## src/rtl/instr_fetch_unit.sv

```systemverilog
// Instruction fetch unit: owns PC/OldPC/Instr/Data/instret and stalls the main FSM
// while instruction memory is slow, latching a sticky bus_error on fetch timeout.
module instr_fetch_unit #(
    parameter logic [31:0] RESET_PC = 32'h0000_0000,
    parameter int          TIMEOUT  = 16
) (
    input  logic        clk,
    input  logic        reset,
    input  logic        PCUpdate,
    input  logic        Branch,
    input  logic        Zero,
    input  logic        IRWrite,
    input  logic [31:0] Result,
    input  logic [31:0] ReadData,
    input  logic        mem_ready,
    output logic [31:0] PC,
    output logic [31:0] OldPC,
    output logic [31:0] Instr,
    output logic [6:0]  op,
    output logic [31:0] Data,
    output logic        Stall,
    output logic        misaligned,
    output logic        bus_error,
    output logic [31:0] instret
);

    typedef enum logic [1:0] {
        IDLE  = 2'b00,
        WAIT  = 2'b01,
        ERROR = 2'b10
    } state_t;

    localparam logic [7:0] TIMEOUT_C = 8'(TIMEOUT);

    state_t      state_r, state_s;
    logic [7:0]  cnt_r, cnt_s;
    logic        pend_r, pend_s;
    logic        pc_write_s;
    logic        fetch_s;
    logic        pc_try_s;
    logic        pc_load_s;
    logic        mis_set_s;
    logic        err_set_s;
    logic        aligned_s;

    assign pc_write_s = PCUpdate | (Branch & Zero);
    assign aligned_s  = (Result[1:0] == 2'b00);
    assign pc_load_s  = pc_try_s & aligned_s;
    assign mis_set_s  = pc_try_s & ~aligned_s;
    assign op         = Instr[6:0];

    // State, wait counter and the PC write deferred across a stalled fetch.
    always_ff @(posedge clk or posedge reset) begin
        if (reset) begin
            state_r <= IDLE;
            cnt_r   <= 8'd0;
            pend_r  <= 1'b0;
        end else begin
            state_r <= state_s;
            cnt_r   <= cnt_s;
            pend_r  <= pend_s;
        end
    end

    // Next-state and per-cycle control decode.
    always_comb begin
        state_s   = state_r;
        cnt_s     = cnt_r;
        pend_s    = pend_r;
        fetch_s   = 1'b0;
        pc_try_s  = 1'b0;
        err_set_s = 1'b0;
        Stall     = 1'b0;
        case (state_r)
            IDLE: begin
                if (IRWrite && !mem_ready) begin
                    // PC write is held back so OldPC still sees the fetching PC.
                    state_s = WAIT;
                    cnt_s   = 8'd0;
                    pend_s  = pc_write_s;
                    Stall   = 1'b1;
                end else begin
                    fetch_s  = IRWrite;
                    pc_try_s = pc_write_s;
                end
            end
            WAIT: begin
                if (mem_ready) begin
                    fetch_s  = 1'b1;
                    pc_try_s = pend_r;
                    pend_s   = 1'b0;
                    state_s  = IDLE;
                end else begin
                    Stall = 1'b1;
                    cnt_s = cnt_r + 8'd1;
                    if (cnt_s == TIMEOUT_C) begin
                        err_set_s = 1'b1;
                        state_s   = ERROR;
                    end else begin
                        state_s = WAIT;
                    end
                end
            end
            ERROR: begin
                Stall = 1'b1;
            end
            default: begin
                state_s = IDLE;
                Stall   = 1'b1;
            end
        endcase
    end

    // Architectural registers; Data is a plain one-cycle delay of ReadData.
    always_ff @(posedge clk or posedge reset) begin
        if (reset) begin
            PC         <= RESET_PC;
            OldPC      <= 32'd0;
            Instr      <= 32'd0;
            Data       <= 32'd0;
            instret    <= 32'd0;
            misaligned <= 1'b0;
            bus_error  <= 1'b0;
        end else begin
            Data <= ReadData;
            if (fetch_s) begin
                Instr   <= ReadData;
                OldPC   <= PC;
                instret <= instret + 32'd1;
            end
            if (pc_load_s) begin
                PC <= Result;
            end
            if (mis_set_s) begin
                misaligned <= 1'b1;
            end
            if (err_set_s) begin
                bus_error <= 1'b1;
            end
        end
    end

endmodule

```

## config.mk

```make
export PLATFORM = sky130hd
export DESIGN_NAME = instr_fetch_unit
export DESIGN_NICKNAME = d
export VERILOG_FILES = /design/src/rtl/instr_fetch_unit.sv
export SDC_FILE = /design/constraint.sdc
export NUM_CORES = 1
export LEC_CHECK = 0
export ABC_AREA = 1
export BUFFER_PORTS_ARGS = -buffer_cell sky130_fd_sc_hd__buf_2
export CORE_UTILIZATION = 45
export CTS_CLUSTER_DIAMETER = 40
export DETAILED_ROUTE_END_ITERATION = 7
export GPL_TIMING_DRIVEN = 0
export PLACE_DENSITY = 0.76
export SLEW_MARGIN = 20
export SYNTH_ARGS = -nofsm -noshare
export SYNTH_HDL_FRONTEND = slang
export SYNTH_SLANG_ARGS = --single-unit
```

## constraint.sdc

```tcl
create_clock -name clk -period 5 [get_ports clk]
set_input_delay 0 -clock clk [delete_from_list [all_inputs] [get_ports clk]]
set_output_delay 0 -clock clk [all_outputs]
set_load 0.01 [all_outputs]
```

==> results of run 1 <==
==> worst max-delay path: stages, from the launching register on <==
cell and delay, ps:
dfrtp_1 420, nor2_1 220, nand2_1 100, o21ai_2 370, o21ai_0 140, dlygate4sd3_1 580, nand2_1 60
==> sequential cells by signal, indices dropped and copies added (netlist names) <==
register    cells
Data           32
state_r         2
pend_r          1
PC             32
misaligned      1
instret        32
cnt_r           8
Instr          32
bus_error       1
OldPC          32
==> cell usage after synthesis (all sizes together), types with 2 or more instances <==
master / count / area (µm²)
xnor2: 9 / 78.8
dfrtp: 173 / 4330
nor2: 39 / 215
ha: 2 / 25.0
clkbuf: 5 / 18.8
o21ai: 12 / 63.8
nand3: 48 / 240
and2: 2 / 12.5
inv: 34 / 128
nand2: 348 / 1330
xor2: 12 / 105
nand4: 10 / 62.6
nand3b: 6 / 45.0
buf: 25 / 146
a21oi: 4 / 20.0
nor3: 5 / 30.0
==> power by group <==
part | switching [mW] | leakage (nW) | internal, mW
Sequential | 0.00536 | 2.29 | 1.41
Combinational | 0.0714 | 3.04 | 0.0689
Clock | 0.551 | 0.291 | 0.767
Total | 0.628 | 5.63 | 2.25
==> worst min-delay path by stage <==
stage / start / slack [ps] / end / cells after the start
2_1_floorplan: ReadData[0] / 30 / Data[0]$_DFF_PP0_ / 0
3_3_place_gp: ReadData[6] / 120 / Data[6]$_DFF_PP0_ / 1
3_5_place_dp: reset / 80 / misaligned$_DFFE_PP0P_ / 2
4_1_cts: reset / 170 / PC[26]$_DFFE_PP0P_ / 3
5_1_grt: reset / 220 / cnt_r[5]$_DFFE_PP0P_ / 3
6_report: reset / 180 / misaligned$_DFFE_PP0P_ / 3
==> layout make-up <==
type,instances,share of cell area [%]
buffer,30,1.71
clock buffer,20,4.73
clock inverter,12,1.40
inverter,34,1.40
multi-input combinational,503,23.5
sequential,173,44.8
tap,184,2.38
timing repair buffer,312,20.1
==> cells by family (layout without fill, tap and decap cells) <==
logic type | after synthesis | after routing | share of synthesized area (%)
AOI/OAI and AO/OA | 20 | 20 | 1.65
xor gates and xnor gates | 21 | 21 | 2.67
adders and majority gates | 2 | 2 | 0.363
buffers and inverters | 64 | 408 | 4.25
DFF | 173 | 173 | 62.8
and+or+nand+nor | 460 | 460 | 28.3
==> repair_timing <==
item,in CTS,in global routing
setup endpoints to repair,0,0
hold endpoints to repair,166,0
hold buffers,71,0
==> layer usage <==
layer / track usage (%) / vias up
met2: 43.4 / 212
met4: 9.57 / 0
met1: 28.8 / 2940
li1: - / 2974
met3: 5.90 / 34
met5: 0 / -
==> flow_summary.rst, run 1 <==
.. list-table::
   :header-rows: 1

   * - Metric
     - Value
   * - DR WL met3
     - 1.07 mm
   * - Synthesized netlist net count
     - 813
   * - Antenna violations before repair
     - 0
   * - Post-synth EDFFs
     - 0
   * - Max Buffers Root-to-Sink
     - 2
   * - TritonCTS clock tree
     - done
   * - Total power of the final layout
     - 2.88 mW
   * - Hold violation total from the final report
     - 0
   * - Biggest fanout along the worst timing path
     - 7
   * - Wire length of the first global-routing pass
     - roughly 30 mm
   * - Number of sinks driven by the clock tree
     - 173
   * - Resize count post-CTS
     - 0
   * - TritonCTS Buffers
     - 17
   * - Total of flip-flops plus latches after synthesis
     - 173
   * - Detailed router's first-iteration violation count
     - 299
   * - ANT cells
     - 0
   * - Via/cell ratio
     - 4.86
   * - Max Slew Vio Count
     - 0
   * - Maximum frequency from static timing analysis
     - approximately 510 MHz
   * - Final design utilization
     - 65.5%
   * - Post-CTS setup repair buffer count
     - 0
   * - Half-perimeter wire length after placement
     - 12.4 mm
   * - Die Y
     - 126 µm
   * - Sequential cell area
     - roughly 0.0043 mm²
   * - P per Cell Area
     - 298 mW/mm²
   * - Minimum period implied by the final worst setup slack
     - between 1500 and 2000 ps
   * - First-pass iteration count of the detailed router
     - 5
   * - Depth of the CTS H-tree
     - 4
   * - Total number of vias
     - between 6,000 and 7,000
   * - Register-to-Register Setup Slack
     - 3050 ps
   * - Seq/Total Area, Yosys
     - 62.8%
   * - Final weighted congestion of routability-driven global placement
     - ~0.80
   * - Critical path launch point type
     - flip-flop
   * - Pin count of the biggest net entering global routing
     - between 100 and 150
   * - Cell Count Post-Placement
     - 1,165
   * - Post-synthesis cell area
     - 0.00689 mm²
   * - DRC errors left
     - 0
   * - Initial core utilization
     - ~47%
   * - Layout Skew
     - 8.71 ps
   * - Number of routed nets with antenna violations
     - 0
   * - Worst R2R End
     - misaligned$_DFFE_PP0P_
   * - Top_reg_cell synth
     - dfrtp_1
   * - Worst endpoint required time
     - 5370 ps
   * - Share of flip-flops with an asynchronous set or reset after synthesis
     - 100%
   * - Worst vdd rail ir drop
     - 0.230 mV
   * - Routed wire per std cell
     - 14.7 µm
   * - Class of the most critical hold timing path
     - primary input to async pin
   * - Cells on worst reg2reg path
     - 6
   * - Tcrit/Tclk final
     - about two fifths
   * - Yosys Warn Count
     - 0
   * - Endpoint arrival time on the critical path
     - approximately 2300 ps
   * - Slew margin rel.
     - 63.5%
   * - Crit end category
     - flip-flop
   * - Width of the chip
     - 126 µm
   * - IO Port Bufs
     - 240
   * - Actual slew at the worst max-slew pin
     - 547 ps
   * - Sum of routed wire length over all layers
     - 18.7 mm
   * - Vias in the first global route
     - 6,105
   * - Instance area after placement
     - ~0.0084 mm²
   * - Cell at the root of the clock tree
     - clkbuf_16
   * - Leading cell type in the layout, fill and taps excluded
     - nand2_1
   * - Net total in the final layout
     - between 1,000 and 1,500
   * - Amount of wire on met2 after detailed routing
     - 9.50 mm
   * - Cell count after synthesis
     - 740
   * - Class of the most critical setup path
     - flip-flop to flip-flop
   * - Clock slew at the register clock pins of the worst setup and hold paths
     - approximately 60 ps
   * - Clk Latency, worst-skew pair
     - between 400 and 500 ps
   * - Most used cells in the layout excluding fill and tap cells
     - nand2_1, buf_2, dfrtp_1
   * - Area growth from synthesis to final layout
     - 40.2%
   * - Routed length on met1
     - slightly below 8 mm
   * - Cell Count, Final, Fillers Out
     - 1,268
   * - Die ar.
     - 0.0158 mm²
   * - Startpoint of the worst-slack reg-to-reg timing path
     - state_r[0]$_DFFE_PP0P_
   * - Reported leakage power
     - 5.63 nW
   * - Number of distinct library cells after synthesis
     - 32
   * - Global-route total usage across every layer
     - 24.5%
   * - Cell area after layout
     - around 0.0097 mm²
   * - Top sig layer
     - met4
   * - # setup viols final
     - 0
   * - Mean instance size in the synthesized netlist
     - 9.32 µm²
   * - Remaining global-route overflow
     - 0
   * - RSZ-0062 raised after global routing
     - no
   * - Std cell rows
     - 44
   * - CP endpoint
     - misaligned$_DFFE_PP0P_
   * - Minimum setup slack after placement
     - 3250 ps
   * - Worst-case setup margin in the final layout
     - 3050 ps
   * - Area used by multi-input combinational logic
     - 0.00227 mm²
   * - Worst Setup SP
     - state_r[0]$_DFFE_PP0P_
   * - Filler Cell Count
     - 1,170
   * - Smallest hold slack
     - 178 ps
   * - Core box area
     - approximately 0.015 mm²
   * - Number of placed I/O pins
     - 241
   * - Setup TNS after final layout
     - 0 ps
   * - Max-cap violation count
     - 0
   * - Result of the run
     - completed
   * - Share of final-layout standard cells stronger than drive strength 1
     - between 20 and 30%
Note: power is estimated with default switching activity, not from simulation.
==> inputs of run 2 (changes only) <==
--- a/config.mk
+++ b/config.mk
@@ -5,13 +5,13 @@
 export SDC_FILE = /design/constraint.sdc
 export NUM_CORES = 1
 export LEC_CHECK = 0
-export ABC_AREA = 1
+export ABC_AREA = 0
 export BUFFER_PORTS_ARGS = -buffer_cell sky130_fd_sc_hd__buf_2
-export CORE_UTILIZATION = 45
+export CORE_UTILIZATION = 44
 export CTS_CLUSTER_DIAMETER = 40
 export DETAILED_ROUTE_END_ITERATION = 7
 export GPL_TIMING_DRIVEN = 0
-export PLACE_DENSITY = 0.76
+export PLACE_DENSITY = 0.75
 export SLEW_MARGIN = 20
 export SYNTH_ARGS = -nofsm -noshare
 export SYNTH_HDL_FRONTEND = slang
==> constraint.sdc (replaced) <==
create_clock -name clk -period 1.62 [get_ports clk]
set_input_delay 0 -clock clk [delete_from_list [all_inputs] [get_ports clk]]
set_output_delay 0 -clock clk [all_outputs]
set_load 0.01 [all_outputs]
==> run 2 against run 1 <==
Net effect: the run now ends with negative setup slack left; critical endpoint is now PC[16]$_DFFE_PP0P_; sequential cell count unchanged; die area fell by 2.1%; clock skew grew 1.0 ps; final area rose by 5.9%; maximum frequency grew 2.4%; critical path type unchanged; power grew to 4.7 times the previous value; critical path depth unchanged; clock power grew to 3.4 times the previous value; sequential share of layout area is 2.5 points lower.
==> flow_summary.rst, run 2 <==
.. list-table::
   :header-rows: 1

   * - Metric
     - Value
   * - Antenna violations before repair
     - 0 (unchanged)
   * - Worst endpoint required time
     - 1920 ps (-3450 ps)
   * - Total of flip-flops plus latches after synthesis
     - 173 (unchanged)
   * - Maximum frequency from static timing analysis
     - 524 MHz (+2.4%)
   * - # setup viols final
     - 115 (+115)
   * - RSZ-0062 raised after global routing
     - yes
   * - Yosys Warn Count
     - 0 (unchanged)
   * - Net total in the final layout
     - 872 (-24%)
   * - Routed wire per std cell
     - 18.0 µm (+22%)
   * - Via/cell ratio
     - 4.98 (+2.5%)
   * - Biggest area consumer among synthesized cells
     - dfrtp_1
   * - Final weighted congestion of routability-driven global placement
     - 0.819 (+2.9%)
   * - Crit end category
     - flip-flop
   * - Minimum setup slack after placement
     - -397 ps (-3640 ps)
   * - Total number of vias
     - 4,965 (-19%)
   * - Worst-case setup margin in the final layout
     - -288 ps (-3330 ps)
   * - Leading post-synthesis cells by instance count
     - dfrtp_1, mux2_2, mux2_4
   * - Worst R2R End
     - PC[16]$_DFFE_PP0P_
   * - Cell count after synthesis
     - 443 (-40%)
   * - Wire length of the first global-routing pass
     - 28.4 mm (-6.0%)
   * - Endpoint arrival time on the critical path
     - 2200 ps (-120 ps)
   * - Synthesized netlist net count
     - 516 (-37%)
   * - Clock slew at the register clock pins of the worst setup and hold paths
     - 60 ps (about the same)
   * - Number of routed nets with antenna violations
     - 0 (unchanged)
   * - Top_reg_cell synth
     - dfrtp_1
   * - Die ar.
     - 0.0155 mm² (-2.1%)
   * - Area growth from synthesis to final layout
     - 55.1%
   * - Tcrit/Tclk final
     - 118% (+79 points)
   * - Violated checks
     - negative setup slack
   * - Share of flip-flops with an asynchronous set or reset after synthesis
     - 100% (unchanged)
   * - Smallest hold slack
     - 30.0 ps (-148 ps)
   * - Capture endpoint of the worst hold path
     - pend_r$_DFFE_PP0P_
   * - Result of the run
     - complete, but fails checks
   * - Most used cells in the layout excluding fill and tap cells
     - buf_2, dfrtp_1, dlygate4sd3_1
   * - Die Y
     - 124 µm (-1.1%)
   * - Post-synthesis cell area
     - 0.00660 mm² (-4.3%)
   * - Core box area
     - 0.0146 mm² (-1.1%)
   * - Register-to-Register Setup Slack
     - -290 ps (-3330 ps)
   * - Cell at the root of the clock tree
     - clkbuf_16
   * - Seq/Total Area, Yosys
     - 65.6% (+2.8 points)
   * - Worst vdd rail ir drop
     - 0.758 mV (+230%)
   * - Number of placed I/O pins
     - 241 (unchanged)
   * - Post-synth EDFFs
     - 0 (unchanged)
   * - Global-route total usage across every layer
     - 23.5% (-0.98 points)
   * - Number of cells traversed by the worst hold path
     - 4
   * - Half-perimeter wire length after placement
     - 11.2 mm (-10%)
   * - Class of the most critical setup path
     - flip-flop to flip-flop
   * - Max Slew Vio Count
     - 0 (unchanged)
   * - Remaining global-route overflow
     - 0 (unchanged)
   * - Cell area after layout
     - 0.0102 mm² (+5.9%)
   * - Hold violation total from the final report
     - 0 (unchanged)
   * - P per Cell Area
     - 1320 mW/mm² (+340%)
   * - Max Buffers Root-to-Sink
     - 2 (unchanged)
   * - Vias in the first global route
     - 5,269 (-14%)
   * - Instance area after placement
     - 0.00818 mm² (-2.2%)
   * - Biggest area contributors in the synthesized netlist
     - dfrtp_1, mux2_2, mux2_4
   * - Leading cell type in the layout, fill and taps excluded
     - buf_2
   * - Depth of the CTS H-tree
     - 4 (unchanged)
   * - Number of distinct library cells after synthesis
     - 35 (+9.4%)
   * - Critical path launch point type
     - flip-flop
   * - Sum of routed wire length over all layers
     - 17.9 mm (-4.2%)
   * - Detailed router's first-iteration violation count
     - 212 (-29%)
   * - Area share of the largest cell type after synthesis
     - 65.6% (+2.8 points)
   * - Mean instance size in the synthesized netlist
     - 14.9 µm² (+60%)
   * - Clk Latency, worst-skew pair
     - 420 ps (about the same)
   * - Std cell rows
     - 44 (unchanged)
   * - Class of the most critical hold timing path
     - primary input to flip-flop
   * - Initial core utilization
     - 45.2% (-1.5 points)
   * - Cells on worst reg2reg path
     - 6 (unchanged)
   * - Width of the chip
     - 124 µm (-1.1%)
   * - Biggest fanout along the worst timing path
     - 10 (+3)
   * - Most frequent cell after synthesis
     - dfrtp_1
   * - Reported leakage power
     - 5.09 nW (-9.5%)
   * - Minimum period implied by the final worst setup slack
     - 1910 ps (-46.1 ps)
   * - IO Port Bufs
     - 240 (unchanged)
   * - Pin count of the biggest net entering global routing
     - 36 (-67%)
   * - Share of final-layout standard cells stronger than drive strength 1
     - 56.2% (+27 points)
   * - First-pass iteration count of the detailed router
     - 4 (-1)
   * - Total power of the final layout
     - 13.5 mW (+370%)
   * - Startpoint of the worst-slack reg-to-reg timing path
     - state_r[0]$_DFFE_PP0P_
   * - Setup TNS after final layout
     - -21,170 ps (-21,170 ps)
   * - Slew margin rel.
     - 62.2% (-1.3 points)
   * - TritonCTS Buffers
     - 17 (unchanged)
   * - Max-cap violation count
     - 0 (unchanged)
   * - DRC errors left
     - 0 (unchanged)
   * - Layout Skew
     - 9.74 ps (+1.03 ps)
   * - Startpoint of the worst hold path
     - IRWrite
   * - TritonCTS clock tree
     - done
   * - Number of sinks driven by the clock tree
     - 173 (unchanged)
   * - Actual slew at the worst max-slew pin
     - 568 ps (+20.2 ps)
==> run 2: timing repair <==
action / CTS / global route
hold buffers: 66 / 1
pin swaps: 9 / 14
buffers inserted: 12 / 7
setup endpoints to repair: 125 / 135
cloned: 7 / 2
hold endpoints to repair: 118 / 1
gates resized for setup: 62 / 28
==> run 2: worst max-delay path by stage <==
| stage | from | to | slack, ps | depth (start not counted) |
|---|---|---|---|---|
| 2_1_floorplan | reset | Data[0]$_DFF_PP0_ | -590 | 1 |
| 3_3_place_gp | reset | Data[27]$_DFF_PP0_ | -1460 | 2 |
| 3_5_place_dp | state_r[1]$_DFFE_PP0P_ | instret[12]$_DFFE_PP0P_ | -400 | 7 |
| 4_1_cts | state_r[0]$_DFFE_PP0P_ | PC[19]$_DFFE_PP0P_ | -290 | 6 |
| 5_1_grt | state_r[0]$_DFFE_PP0P_ | PC[3]$_DFFE_PP0P_ | -340 | 6 |
| 6_report | state_r[0]$_DFFE_PP0P_ | PC[16]$_DFFE_PP0P_ | -290 | 6 |
==> run 2: stage by stage <==
| step | instances | utilization [%] |
|---|---|---|
| after global routing | 996 | 70.1 |
| after CTS | 988 | 68.6 |
| after detailed placement | 872 | 56.1 |
| after floorplan | 443 | - |
| after global placement | 867 | 55.4 |
| final | 997 | 70.1 |
==> run 2: kinds of logic (layout without fill, tap and decap cells) <==
| kind of cell | count (synthesis) | after routing | synth area share, % |
|---|---|---|---|
| DFF | 173 | 173 | 65.6 |
| and+or+nand+nor | 92 | 92 | 7.36 |
| adders and majority gates | 2 | 2 | 0.379 |
| AOI/OAI and AO/OA | 23 | 23 | 2.01 |
| buffers and inverters | 24 | 393 | 2.30 |
| other | 0 | 1 | 0 |
| muxes | 95 | 95 | 17.8 |
| xor gates and xnor gates | 34 | 34 | 4.51 |
==> run 2: power breakdown <==
group,internal (mW),switching [mW],leakage [nW]
clock,2.82,1.73,0.324
sequential,5.11,0.566,2.12
combinational,1.74,1.50,2.65
==> run 2: worst max-delay path, cell delays in order (launching register included) <==
cell and delay, ps:
dfrtp_1 410, or2_4 260, nor3_4 140, a21oi_2 50, or3_4 430, buf_12 190
mux2_4 300
==> run 2: final cells by class <==
class | instances | area (µm²)
inverters | 3 | 15.0
clock inverters | 14 | 230
fillers | 932 | 4360
flip-flops and latches | 173 | 4330
clock buffers | 18 | 439
repair buffers | 338 | 2360
multi-input cells | 246 | 2340
plain buffers | 20 | 278
diodes | 1 | 2.50
well taps | 184 | 230
==> run 2: routing by layer <==
layer / wire (µm) / global-route usage [%]
met5: 0 / 0
met4: 421 / 8.58
met1: 7150 / 28.5
met3: 698 / 4.47
met2: 9630 / 41.5
==> inputs of run 3 (changes only) <==
--- a/config.mk
+++ b/config.mk
@@ -10,8 +10,8 @@
 export CORE_UTILIZATION = 44
 export CTS_CLUSTER_DIAMETER = 40
 export DETAILED_ROUTE_END_ITERATION = 7
-export GPL_TIMING_DRIVEN = 0
 export PLACE_DENSITY = 0.75
+export RECOVER_POWER = 100
 export SLEW_MARGIN = 20
 export SYNTH_ARGS = -nofsm -noshare
 export SYNTH_HDL_FRONTEND = slang
==> run 3 against run 2 <==
Net effect: the flow still finishes with violations (negative setup slack); first-iteration DRC count shrank 0.47%; cell count grew 0.40%; setup slack lost 5.9 ps; register-to-register slack is essentially flat; sequential cell count is the same; critical path type unchanged; critical endpoint is now PC[15]$_DFFE_PP0P_.
==> flow_summary.rst, run 3 (same netlist as run 2, synthesis figures left out) <==
.. list-table::
   :header-rows: 1

   * - Metric
     - Value
   * - Result of the run
     - complete, but fails checks
   * - Violated checks
     - negative setup slack
   * - CP max stage delay
     - 420 ps (about the same)
   * - Worst vdd rail ir drop
     - 0.742 mV (-2.1%)
   * - TritonCTS clock tree
     - done
   * - Cell with the largest stage delay on the worst path
     - dfrtp_1
   * - Share of final-layout standard cells stronger than drive strength 1
     - 31.6% (-25 points)
   * - Number of placed I/O pins
     - 241 (unchanged)
   * - Capture endpoint of the worst hold path
     - pend_r$_DFFE_PP0P_
   * - Remaining global-route overflow
     - 0 (unchanged)
   * - Maximum frequency from static timing analysis
     - 522 MHz (-0.31%)
   * - ANT cells
     - 0 (-1)
   * - Total number of vias
     - 4,951 (-0.28%)
   * - Core box area
     - 0.0146 mm² (unchanged)
   * - Net total in the final layout
     - 877 (+0.57%)
   * - RSZ-0062 raised after global routing
     - yes
   * - Hold violation total from the final report
     - 0 (unchanged)
   * - Layout Skew
     - 7.85 ps (-1.89 ps)
   * - # setup viols final
     - 76 (-34%)
   * - Class of the most critical setup path
     - flip-flop to flip-flop
   * - Cell area after layout
     - 0.00957 mm² (-6.5%)
   * - Initial core utilization
     - 45.2% (unchanged)
   * - Vias in the first global route
     - 5,170 (-1.9%)
   * - Width of the chip
     - 124 µm (unchanged)
   * - Crit end category
     - flip-flop
   * - Setup TNS after final layout
     - -9920 ps (+11,260 ps)
   * - Startpoint of the worst-slack reg-to-reg timing path
     - state_r[0]$_DFFE_PP0P_
   * - Biggest fanout along the worst timing path
     - 8 (-2)
   * - Worst-path cell chain
     - nor2b_1 -> a211oi_2 -> a21oi_2 -> or3_4 -> clkbuf_16 -> mux2_4
   * - Actual slew at the worst max-slew pin
     - 785 ps (+217 ps)
   * - Final weighted congestion of routability-driven global placement
     - 0.785 (-4.1%)
   * - Slew margin rel.
     - 47.7% (-14 points)
   * - Depth of the CTS H-tree
     - 4 (unchanged)
   * - Cell at the root of the clock tree
     - clkbuf_16
   * - Worst-case setup margin in the final layout
     - -294 ps (-5.85 ps)
   * - Number of sinks driven by the clock tree
     - 173 (unchanged)
   * - Routed wire per std cell
     - 18.1 µm (+0.71%)
   * - DRC errors left
     - 0 (unchanged)
   * - Sum of routed wire length over all layers
     - 18.1 mm (+1.1%)
   * - Max Slew Vio Count
     - 0 (unchanged)
   * - Std cell rows
     - 44 (unchanged)
   * - Wire length of the first global-routing pass
     - 27.3 mm (-4.1%)
   * - Tcrit/Tclk final
     - 118% (+0.36 points)
   * - P per Cell Area
     - 1280 mW/mm² (-2.6%)
   * - Number of routed nets with antenna violations
     - 0 (unchanged)
   * - Clk Latency, worst-skew pair
     - 420 ps (about the same)
   * - Minimum period implied by the final worst setup slack
     - 1910 ps (+5.85 ps)
   * - Critical path launch point type
     - flip-flop
   * - Number of cells traversed by the worst hold path
     - 4 (unchanged)
   * - First-pass iteration count of the detailed router
     - 4 (unchanged)
   * - Endpoint arrival time on the critical path
     - 2220 ps (+20 ps)
   * - Max-cap violation count
     - 0 (unchanged)
   * - Area growth from synthesis to final layout
     - 45.0%
   * - Clock slew at the register clock pins of the worst setup and hold paths
     - 70 ps (about the same)
   * - IO Port Bufs
     - 240 (unchanged)
   * - Leading cell type in the layout, fill and taps excluded
     - clkbuf_1
   * - Antenna violations before repair
     - 0 (unchanged)
   * - Worst R2R End
     - PC[15]$_DFFE_PP0P_
   * - Die ar.
     - 0.0155 mm² (unchanged)
   * - Register-to-Register Setup Slack
     - -290 ps (about the same)
   * - TritonCTS Buffers
     - 17 (unchanged)
   * - Class of the most critical hold timing path
     - primary input to flip-flop
   * - Detailed router's first-iteration violation count
     - 211 (-0.47%)
   * - Startpoint of the worst hold path
     - PCUpdate
   * - Reported leakage power
     - 4.38 nW (-14%)
   * - Pin count of the biggest net entering global routing
     - 64 (+78%)
   * - Half-perimeter wire length after placement
     - 11.1 mm (-0.74%)
   * - Via/cell ratio
     - 4.95 (-0.68%)
   * - Die Y
     - 124 µm (unchanged)
   * - Worst endpoint required time
     - 1930 ps (about the same)
   * - Cells on worst reg2reg path
     - 6 (unchanged)
   * - Most used cells in the layout excluding fill and tap cells
     - clkbuf_1, dfrtp_1, dlygate4sd3_1
   * - Global-route total usage across every layer
     - 22.4% (-1.1 points)
   * - Instance area after placement
     - 0.00829 mm² (+1.4%)
   * - Max Buffers Root-to-Sink
     - 2 (unchanged)
[run 3: per-stage QoR]
stage               setup WS, ps  instances  util (%)  power [mW]  hold WS, ps
detailed placement          -333        883      56.8        8.54         38.1
CTS                         -242        986      65.7        12.4          103
finish                      -294       1001      65.6        12.3          126
global route                -345       1001      65.6        12.8          157
global placement            -289        883      56.8        8.41         24.8
floorplan                   -591        443         -        7.14         31.4
[run 3: what timing repair did]
action                     4_1_cts  5_1_grt
hold buffers                    66        0
hold endpoints to repair       156        0
pin swaps                        4       13
setup endpoints to repair       95      108
setup buffers                    4        7
resized for setup               10       21
gates cloned                     1        8
[run 3: worst max-delay path: cells and delay by family, from the launching register on]
kind | cells | cell delay [ps]
AND/OR/NAND/NOR | 2 | 560
flip-flops | 1 | 420
multiplexers | 1 | 300
buffers and inverters | 1 | 200
AO/OA/AOI/OAI | 2 | 320
[run 3: worst max-delay path by stage]
| stage | startpoint | to | slack [ps] | depth (start not counted) |
|---|---|---|---|---|
| global placement | state_r[0]$_DFFE_PP0P_ | PC[30]$_DFFE_PP0P_ | -290 | 6 |
| finish | state_r[0]$_DFFE_PP0P_ | PC[15]$_DFFE_PP0P_ | -290 | 6 |
| floorplan | reset | Data[0]$_DFF_PP0_ | -590 | 1 |
| CTS | state_r[0]$_DFFE_PP0P_ | PC[25]$_DFFE_PP0P_ | -240 | 6 |
| detailed placement | state_r[0]$_DFFE_PP0P_ | PC[12]$_DFFE_PP0P_ | -330 | 6 |
| global route | state_r[0]$_DFFE_PP0P_ | PC[4]$_DFFE_PP0P_ | -350 | 6 |
[run 3: layout make-up]
class,count,area (µm²)
clock buffer,17,425
timing repair buffer,362,2200
sequential,173,4330
clock inverter,15,116
tap,184,230
multi-input combinational,247,2250
inverter,3,12.5
fill,1126,5020
[run 3: where the power goes]
group	internal, mW	switching (mW)	leakage (nW)
combinational	1.41	1.44	2.00
sequential	5.11	0.561	2.12
clock	1.98	1.76	0.259
[run 3: metal layers]
layer	vias up	routed length [µm]	track usage (%)
met5	-	0	0
li1	2264	-	-
met1	2476	7270	26.1
met3	33	833	4.68
met4	0	482	10.1
met2	178	9520	39.6
